`config.mk`:
```
export PLATFORM = sky130hd
export DESIGN_NAME = fifo_wr_arbiter
export DESIGN_NICKNAME = d
export VERILOG_FILES = /design/src/rtl/fifo_wr_arbiter.sv
export SDC_FILE = /design/constraint.sdc
export NUM_CORES = 1
export LEC_CHECK = 0
export BUFFER_PORTS_ARGS = -buffer_cell sky130_fd_sc_hd__buf_4
export CAP_MARGIN = 25
export CORE_ASPECT_RATIO = 1.25
export CORE_UTILIZATION = 45
export DETAILED_ROUTE_END_ITERATION = 6
export GPL_TIMING_DRIVEN = 0
export MAX_ROUTING_LAYER = met4
export PLACE_DENSITY = 0.77
export SLEW_MARGIN = 0
export SYNTH_ARGS = -nofsm -noshare
export SYNTH_HDL_FRONTEND = slang
export SYNTH_SLANG_ARGS = --single-unit
```
`constraint.sdc`:
```
create_clock -name clk -period 2 [get_ports clk]
set_input_delay 0.1 -clock clk [delete_from_list [all_inputs] [get_ports clk]]
set_output_delay 0.1 -clock clk [all_outputs]
set_load 0.01 [all_outputs]
```
`src/rtl/fifo_wr_arbiter.sv`:
```
// fifo_wr_arbiter: round-robin arbiter that shares one FIFO write port
// (shift_in/si) between NREQ producers.
//
// A winner is picked in IDLE by scanning from a rotating pointer. It then
// owns the port for up to MAX_BURST words. Backpressure from the FIFO
// (full) holds the grant without counting toward the burst.
//
// Optional feature, selected with the macro FIFO_WR_ARB_STALL_CNT_EN:
// adds a 16-bit saturating stall_cnt output. It counts the cycles in which
// the owner has a word ready but the FIFO is full.
module fifo_wr_arbiter #(
  parameter int WIDTH     = 4,
  parameter int NREQ      = 4,
  parameter int MAX_BURST = 4
) (
  input  logic                   clk,
  input  logic                   res,
  input  logic [NREQ-1:0]        req,
  input  logic [NREQ*WIDTH-1:0]  data,
  input  logic                   full,
  output logic [NREQ-1:0]        grant,
  output logic                   shift_in,
  output logic [WIDTH-1:0]       si,
  output logic                   busy
`ifdef FIFO_WR_ARB_STALL_CNT_EN
  ,
  output logic [15:0]            stall_cnt
`endif
);

  localparam int              PW       = (NREQ > 1) ? $clog2(NREQ) : 1;
  localparam logic [0:0]      IDLE     = 1'b0;
  localparam logic [0:0]      BURST    = 1'b1;
  localparam logic [3:0]      LAST_CNT = 4'(MAX_BURST - 1);
  localparam logic [PW-1:0]   LAST_IDX = PW'(NREQ - 1);

  logic [0:0]      state_reg, state_next;
  logic [PW-1:0]   ptr_reg, ptr_next;
  logic [PW-1:0]   owner_reg, owner_next;
  logic [3:0]      cnt_reg, cnt_next;
  logic [NREQ-1:0] grant_reg, grant_next;

  logic [WIDTH-1:0] data_arr [NREQ];
  logic [PW:0]      cand_sum [NREQ];
  logic [PW-1:0]    cand_idx [NREQ];
  logic [NREQ-1:0]  cand_req;

  logic             sel_found;
  logic [PW-1:0]    sel_idx;
  logic             in_burst;
  logic             owner_req;
  logic             leave;

  // Unpack the flat data bus and build the rotated scan order.
  // Candidate gi is requester (ptr + gi) mod NREQ.
  // It is computed one bit wider so the wrap is a single subtraction.
  generate
    for (genvar gi = 0; gi < NREQ; gi++) begin : g_lane
      assign data_arr[gi] = data[gi*WIDTH +: WIDTH];
      assign cand_sum[gi] = {1'b0, ptr_reg} + (PW+1)'(gi);
      assign cand_idx[gi] = (cand_sum[gi] >= (PW+1)'(NREQ))
                            ? PW'(cand_sum[gi] - (PW+1)'(NREQ))
                            : cand_sum[gi][PW-1:0];
      assign cand_req[gi] = req[cand_idx[gi]];
    end
  endgenerate

  // Priority pick of the first requesting candidate.
  // The loop runs downward so the lowest scan position wins.
  always_comb begin
    sel_found = 1'b0;
    sel_idx   = '0;
    for (int k = NREQ - 1; k >= 0; k--) begin
      if (cand_req[k]) begin
        sel_found = 1'b1;
        sel_idx   = cand_idx[k];
      end
    end
  end

  assign in_burst  = (state_reg == BURST);
  assign owner_req = req[owner_reg];

  // FIFO write port. A word in flight during reset is suppressed so that
  // a reset never leaks a half-granted write into the FIFO.
  assign shift_in = in_burst & owner_req & ~full & ~res;
  assign si       = in_burst ? data_arr[owner_reg] : '0;
  assign busy     = in_burst;
  assign grant    = grant_reg;

  // Next-state logic: arbitration in IDLE, and burst bookkeeping in BURST.
  always_comb begin
    state_next = state_reg;
    ptr_next   = ptr_reg;
    owner_next = owner_reg;
    cnt_next   = cnt_reg;
    grant_next = grant_reg;
    leave      = 1'b0;
    case (state_reg)
      IDLE: begin
        if (sel_found) begin
          state_next = BURST;
          owner_next = sel_idx;
          grant_next = NREQ'(1) << sel_idx;
          cnt_next   = '0;
        end
      end
      BURST: begin
        if (!owner_req) begin
          // Owner ran dry: end the burst without a transfer.
          leave = 1'b1;
        end else if (!full) begin
          cnt_next = cnt_reg + 4'd1;
          if (cnt_reg == LAST_CNT) begin
            leave = 1'b1;
          end
        end
        // full with a pending word: hold everything, no timeout.
      end
      default: begin
        state_next = IDLE;
        grant_next = '0;
      end
    endcase
    if (leave) begin
      state_next = IDLE;
      grant_next = '0;
      ptr_next   = (owner_reg == LAST_IDX) ? '0 : owner_reg + PW'(1);
    end
  end

  // State registers; reset wins over any burst in progress.
  always_ff @(posedge clk) begin
    if (res) begin
      state_reg <= IDLE;
      ptr_reg   <= '0;
      owner_reg <= '0;
      cnt_reg   <= '0;
      grant_reg <= '0;
    end else begin
      state_reg <= state_next;
      ptr_reg   <= ptr_next;
      owner_reg <= owner_next;
      cnt_reg   <= cnt_next;
      grant_reg <= grant_next;
    end
  end

`ifdef FIFO_WR_ARB_STALL_CNT_EN
  logic [15:0] stall_cnt_reg;

  // Saturating count of cycles where the owner is blocked by a full FIFO.
  always_ff @(posedge clk) begin
    if (res) begin
      stall_cnt_reg <= '0;
    end else if (in_burst && owner_req && full && (stall_cnt_reg != 16'hFFFF)) begin
      stall_cnt_reg <= stall_cnt_reg + 16'd1;
    end
  end

  assign stall_cnt = stall_cnt_reg;
`endif

endmodule

```
==> summary by stage, run 1 <==
Global route
The initial antenna violation count is 0. For this run, the total global-route usage over all layers was measured as 20.5%. The remaining global-route overflow is 0. The via count of the first global-routing pass is 711. The first global-routing pass estimated 2.80 mm of wire. The pin count of the biggest net entering global routing is 11.

Placed design
Detailed placement ended at an HPWL of 1.38 mm. The number of placed instances, taps included, is 136. The congestion estimate from routability-driven global placement came to 0.741. Port buffering added 31 buffers.

CTS
Once the clock tree was built, the setup fixing pass inserted 0 buffers. The latest clock arrival within the worst-skew pair is 0.28 ns. The TritonCTS sink count is 13. Post-CTS repair changed the size of 0 cells. TritonCTS created 3 clock buffers. The root buffer cell chosen for the clock tree is clkbuf_4.

CTS built an H-tree with a depth of 1. The TritonCTS clock tree is yes. The clock transition at the register clock pins on the worst setup and hold paths after CTS is 0.09 ns. The number of buffers added to fix hold violations after cts is 0. The number of buffers between clock root and the deepest sink is 2.

Route
The DRC violation total after the first TritonRoute iteration is 8. The via count of the routed design is 756. The routed design has 1.70 mm of wire. The number of search-and-repair iterations in the first detailed-routing pass is 4. After detailed routing, the average wire length per cell comes to 12.1 um. The number of nets with antenna violations after routing is 0. The DRC violation count after routing is 0. After detailed routing, the number of vias per cell comes to 5.40.

STA
The normalized max-slew margin is 66.9%. Across the routed clock network, the largest skew measured is 0.00515 ns. Across all hold checks on the routed design, the worst slack comes to 0.0653 ns. Of the available clock period, the critical path in the final layout requires 90.7%. The shortest period the worst path allows is 1.81 ns. Timing would allow up to 551 MHz. The number of setup violations in the final report is 0.

At the pin with the least slew margin, the transition time is 0.492 ns. Setup repair after global routing left no endpoint under its margin. The final hold violation count is 0. The number of max-slew violations in the final report came to 0. The final total negative setup slack is 0 ns.

Floorplan
The effective utilization at floorplan is 49.3%. The width of the chip is 39.7 um. The number of primary I/O pins is 33.

The area of the core is 0.00162 mm2. The die covers 0.00195 mm2. The y dimension of the die is 49.1 um. The row count is 16.

Synth
Yosys mapped the design onto 29 distinct sky130hd cell types. The summed instance area of the synthesized netlist is 800 um2. dfxtp_1 takes more of the synthesized area than any other cell. Yosys attributes the largest share of cell area to dfxtp_1 33%, mux4_1 13%, a21oi_1 8.8%. The fraction of synthesized cell area in xor and xnor cells is 2.19%. The count of yosys warnings during synthesis is 0. Summing the areas of all compound-gate instances in the mapped netlist gives 12.5% of the synthesized area. The most used flip-flop cell after synthesis is dfxtp_1. Yosys mapped a number of flops with a built-in enable equal to 0. The dominant combinational cell family by area after synthesis is simple AND/OR/NAND/NOR gates. The share of synthesized area in the top cell type comes to 32.6%. Synthesis handed over a netlist of 87 instances. Ranked by instance count, the synthesized netlist is headed by 14 x a21oi_1, 13 x dfxtp_1, 10 x nand2_1. The synthesized netlist net count is 112. The adder-cell area share of the yosys netlist is 3.13%. The library cell with the highest instance count after synthesis is a21oi_1.

The share of async-settable or async-resettable flops after synthesis is 0%. The synthesized design contains 13 register bits. The simple-gate portion of the synthesized area is 27.5%. Dividing the synthesized area by the synthesized cell count gives 9.19 um2. The portion of netlist area occupied by mux cells is 17.2%. The fraction of the yosys area taken by sequential cells is 32.6%.

Setup path
For the worst setup path, the data arrival time is 1.97 ns. At the worst endpoint, the required time is 2.16 ns. STA classifies the critical path startpoint as a flip-flop. The kind of critical path is reg2reg. The worst setup path is captured at a flip-flop. Along the worst path, the maximum fanout reaches 5.

Power and ir drop
The switching power summed over all nets is 0.178 mW. The fraction of power consumed by the clock network is 26.9%. The analysis attributes to cell leakage a power of 0.467 nW.

The areal power density over the cells is 579 mW/mm2. The switching share of power is 28.5%. The share of power burned in registers is 45.5%. The highest ir drop seen on vdd is 0.400 mV.

The cell internal power dissipation is 0.447 mW. The part of the total power dissipated in combinational logic is 27.7%.

Cells and area
0 antenna diodes ended up in the layout. The post-route non-filler standard cell count is 140. The final layout net count is 148. The area added between synthesis and finish is 35.2%. At the end of the flow the core is filled with cells to 66.7%. The layout cell share with drive strength beyond 1 is 36.1%.

Status
The flow ran to the end, and the final reports show no timing, DRC or antenna violations.

Job
The max-capacitance violation count is 0.

Hold path
The worst hold path belongs to the class in2reg.
==> cell usage in the layout, fill, tap and decap left out, types with 2 or more instances in the layout <==
cell type  instances
inv_1              4
ha_1               2
nor2_1             7
mux4_1             4
and2_1             4
dfxtp_1           13
nand3b_1           3
clkbuf_4           3
a21oi_1           14
buf_4             32
nand2_1           10
nand3_1            3
or2_2              2
nand2b_1           3
xor2_1             2
==> final cells by class <==
| class | count | area [um2] |
|---|---|---|
| plain buffers | 3 | 23.8 |
| clock buffers | 4 | 26.3 |
| fillers | 148 | 541 |
| inverters | 4 | 15.0 |
| multi-input cells | 67 | 500 |
| flip-flops and latches | 13 | 260 |
| well taps | 18 | 22.5 |
| repair buffers | 31 | 233 |
==> logic make-up after synthesis <==
logic type,after synthesis
AOI/OAI and AO/OA,18
adders and majority gates,2
buffers and inverters,7
muxes,6
and+or+nand+nor,39
DFF,13
xor gates and xnor gates,2
==> metrics by stage <==
stage / setup WS [ns] / total power [mW] / cell area (um2)
floorplan: 0.357 / 0.390 / 800
global placement: 0.233 / 0.462 / 1050
detailed placement: 0.187 / 0.465 / 1050
CTS: 0.165 / 0.630 / 1080
global route: 0.0723 / 0.659 / 1080
finish: 0.187 / 0.626 / 1080
==> power groups by stage <==
stage          Combinational [mW]  Clock [mW]  Sequential [mW]
2_1_floorplan              0.0983           0            0.292
3_3_place_gp                0.171           0            0.290
3_5_place_dp                0.174           0            0.291
4_1_cts                     0.175       0.171            0.285
5_1_grt                     0.189       0.182            0.287
6_report                    0.173       0.168            0.284
==> worst paths after layout <==
path	from	to	slack, ns	cells after the start
worst min-delay path	res	owner_reg[1]	0.07	2
worst max-delay path	cnt_reg[0]	busy	0.19	5
worst min register to register	grant[2]	grant[2]	0.45	2
worst max register to register	cnt_reg[0]	busy	0.19	5
==> worst max-delay path, stage by stage, from the launching register on <==
cell     delay, ns
dfxtp_1       0.37
ha_1          0.19
or4b_2        0.62
a21oi_2       0.26
or2_2         0.21
a21oi_1       0.05
==> routing by layer <==
| metal | routed length (um) | up-vias | global-route usage, % |
|---|---|---|---|
| met5 | 0 | - | - |
| met4 | 9 | 0 | 6.32 |
| met3 | 45 | 2 | 4.57 |
| met2 | 936 | 13 | 35.8 |
| met1 | 704 | 356 | 21.6 |
| li1 | - | 385 | - |
(Power assumes the default switching activity.)
==> run 2, diff against run 1 <==
- CORE_MARGIN: default -> 3
==> summary by stage, run 2 (synthesis results as in run 1) <==
Setup path
The endpoint required time on the critical path came to 1.90 ns (-0.26 ns). The data arrival time of the critical path was 1.74 ns (-0.23 ns). The worst register-to-register path ends at ptr_reg[1]. The kind of critical path is reg2out.

The type of origin of the critical path is a flip-flop. The worst setup path is captured at an output port. The reg-to-reg setup timing slack is 0.18 ns (about the same).

The maximum net fanout on the critical path came to 7 (+2). The depth of the worst register-to-register path is 5 (unchanged). The startpoint of the worst register-to-register path is cnt_reg[0].

Floorplan
The width of the chip is 43.7 um (+10%). The y dimension of the die was 53.1 um (+8.1%). The number of primary I/O pins is 33 (unchanged).

The row count is 16 (unchanged). The die area is 0.00232 mm2 (+19%). The effective utilization at floorplan is 49.3% (unchanged). The area of the core is 0.00162 mm2 (unchanged).

Job
The max-capacitance violation count is 0 (unchanged).

CTS
The number of buffers added to fix hold violations after cts is 0 (unchanged). The number of buffers between clock root and the deepest sink came to 2 (unchanged). The clock transition at the register clock pins on the worst setup and hold paths after CTS is 0.08 ns (about the same). The number of buffers inserted to repair setup after CTS is 0 (unchanged). The maximum level of the CTS H-tree is 1 (unchanged). The clock tree root buffer cell is clkbuf_4. The TritonCTS clock tree is yes. The latest clock arrival within the worst-skew pair was 0.28 ns (about the same). The number of clock buffers inserted by TritonCTS is 3 (unchanged).

The TritonCTS sink count is 13 (unchanged).

Power and ir drop
The switching share of power is 28.3% (-0.18 points). The share of power burned in registers is 45.5% (about the same). The leakage component of the power is 0.468 nW (+0.24%). The switching power summed over all nets is 0.177 mW (-0.65%). The fraction of power consumed by the clock network is 26.2% (-0.7 points). The part of the total power dissipated in combinational logic is 28.3% (+0.6 points).

The areal power density over the cells is 575 mW/mm2 (-0.72%). The cell internal power dissipation was 0.448 mW (+0.22%). The highest ir drop seen on vdd was 0.468 mV (+17%).

STA
The number of setup violations in the final report was 0 (unchanged). The share of the clock period used by the worst path is 91.9% (+1.3 points). The fmax is 544 MHz (-1.4%). The post-route clock skew is 0.00919 ns (+0.00403 ns). The final hold violation count is 0 (unchanged). The actual slew at the worst max-slew pin came to 0.469 ns (-0.0235 ns). The normalized max-slew margin is 68.6% (+1.7 points). The smallest hold slack is 0.0602 ns (-0.00505 ns).

Setup repair after global routing left no endpoint under its margin. The shortest period the worst path allows is 1.84 ns (+0.0251 ns). The number of max-slew violations in the final report was 0 (unchanged).

The final total negative setup slack is 0 ns (unchanged).

Cells and area
The post-route cell area came to 0.00109 mm2 (+0.69%). The final core utilization was 67.1% (+0.46 points). The post-route non-filler standard cell count is 140 (unchanged). The top cell types in the final layout, fill and taps aside, are 32 x buf_4, 14 x a21oi_1, 13 x dfxtp_1.

The antenna diode count is 0 (unchanged). The layout cell share with drive strength beyond 1 is 36.1% (unchanged). The final layout net count came to 148 (unchanged). Leaving out fill and tap cells, the most frequent cell in the layout is buf_4. Relative to the synthesized area, the layout overhead comes to 36.1%. The number of fillers in the final layout is 156 (+5.4%).

Route
The number of nets with antenna violations after routing is 0 (unchanged). The routed via count divided by cell count is 5.44 (+0.66%). The number of search-and-repair iterations in the first detailed-routing pass is 4 (unchanged). The DRC violation total after the first TritonRoute iteration is 23 (+15). The via count of the routed design was 761 (+0.66%). The DRC violation count after routing was 0 (unchanged).

The average wire per standard cell is 13.3 um (+10%). The post-detailed-routing wire length is 1.87 mm (+10%).

Global route
The remaining global-route overflow is 0 (unchanged). The pin count of the biggest net entering global routing is 11 (unchanged). The first-pass GRT wire length came to 3.11 mm (+11%).

The global routing usage summed across all routing layers is 18.4% (-2.1 points). The via count of the first global-routing pass was 731 (+2.8%). The initial antenna violation count is 0 (unchanged).

Placed design
The cell area reported after detailed placement is 0.00105 mm2 (unchanged). The total of buffers placed on input and output ports was 31 (unchanged). The final HPWL from detailed placement is 1.50 mm (+9.1%). The placer congestion estimate is 0.790 (+6.5%). The number of cells after detailed placement is 136 (unchanged).

Hold path
The path category of the worst min-delay check is in2reg. The count of cells along the worst hold path was 2 (unchanged). The worst hold path terminates at cnt_reg[1].

The worst hold path begins at res.

Status
The run finished with clean final reports.
## run 2: worst max path at each step
stage	slack (ns)	cells past startpoint	end	start
3_3_place_gp	0.24	5	busy	cnt_reg[0]
6_report	0.16	4	shift_in	owner_reg[1]
4_1_cts	0.15	5	ptr_reg[1]	cnt_reg[0]
2_1_floorplan	0.36	5	ptr_reg[1]	cnt_reg[0]
5_1_grt	0.05	5	ptr_reg[1]	cnt_reg[0]
3_5_place_dp	0.18	5	busy	cnt_reg[0]
## run 2: cell type report
| type | instances | area, um2 | area share, % |
|---|---|---|---|
| tap | 18 | 22.5 | 2.07 |
| buffer | 3 | 23.8 | 2.18 |
| sequential | 13 | 260 | 23.9 |
| inverter | 4 | 15.0 | 1.38 |
| clock buffer | 4 | 26.3 | 2.41 |
| timing repair buffer | 31 | 233 | 21.4 |
| multi-input combinational | 67 | 508 | 46.7 |
## run 2: metal layers
metal	share of wire, %	track usage [%]
met5	0	-
met2	55	32.0
met3	3.2	3.74
met4	0.91	8.04
met1	41	20.0
## run 2: timing repair
| item | in CTS | in global routing |
|---|---|---|
| gates resized for setup | 0 | 1 |
| setup endpoints to repair | 0 | 1 |
| endpoints found under the hold margin | 0 | 0 |
## run 2: critical path, cell delays in order (launching register included)
cell and delay [ns]:
dfxtp_1 0.50, mux4_2 0.61, nand3b_1 0.15, nor2_1 0.06, buf_4 0.14
## run 2: power by group through the flow
stage | Combinational (mW) | Sequential (mW) | Clock (mW)
final | 0.177 | 0.285 | 0.164
after global routing | 0.194 | 0.287 | 0.174
after CTS | 0.175 | 0.285 | 0.169
after detailed placement | 0.175 | 0.291 | 0
after global placement | 0.172 | 0.290 | 0
after floorplan | 0.0983 | 0.292 | 0
## run 2: metrics by stage
step / setup WS, ns / total power, mW
floorplan: 0.357 / 0.390
global placement: 0.237 / 0.462
detailed placement: 0.183 / 0.466
CTS: 0.155 / 0.629
global route: 0.0452 / 0.656
finish: 0.161 / 0.625
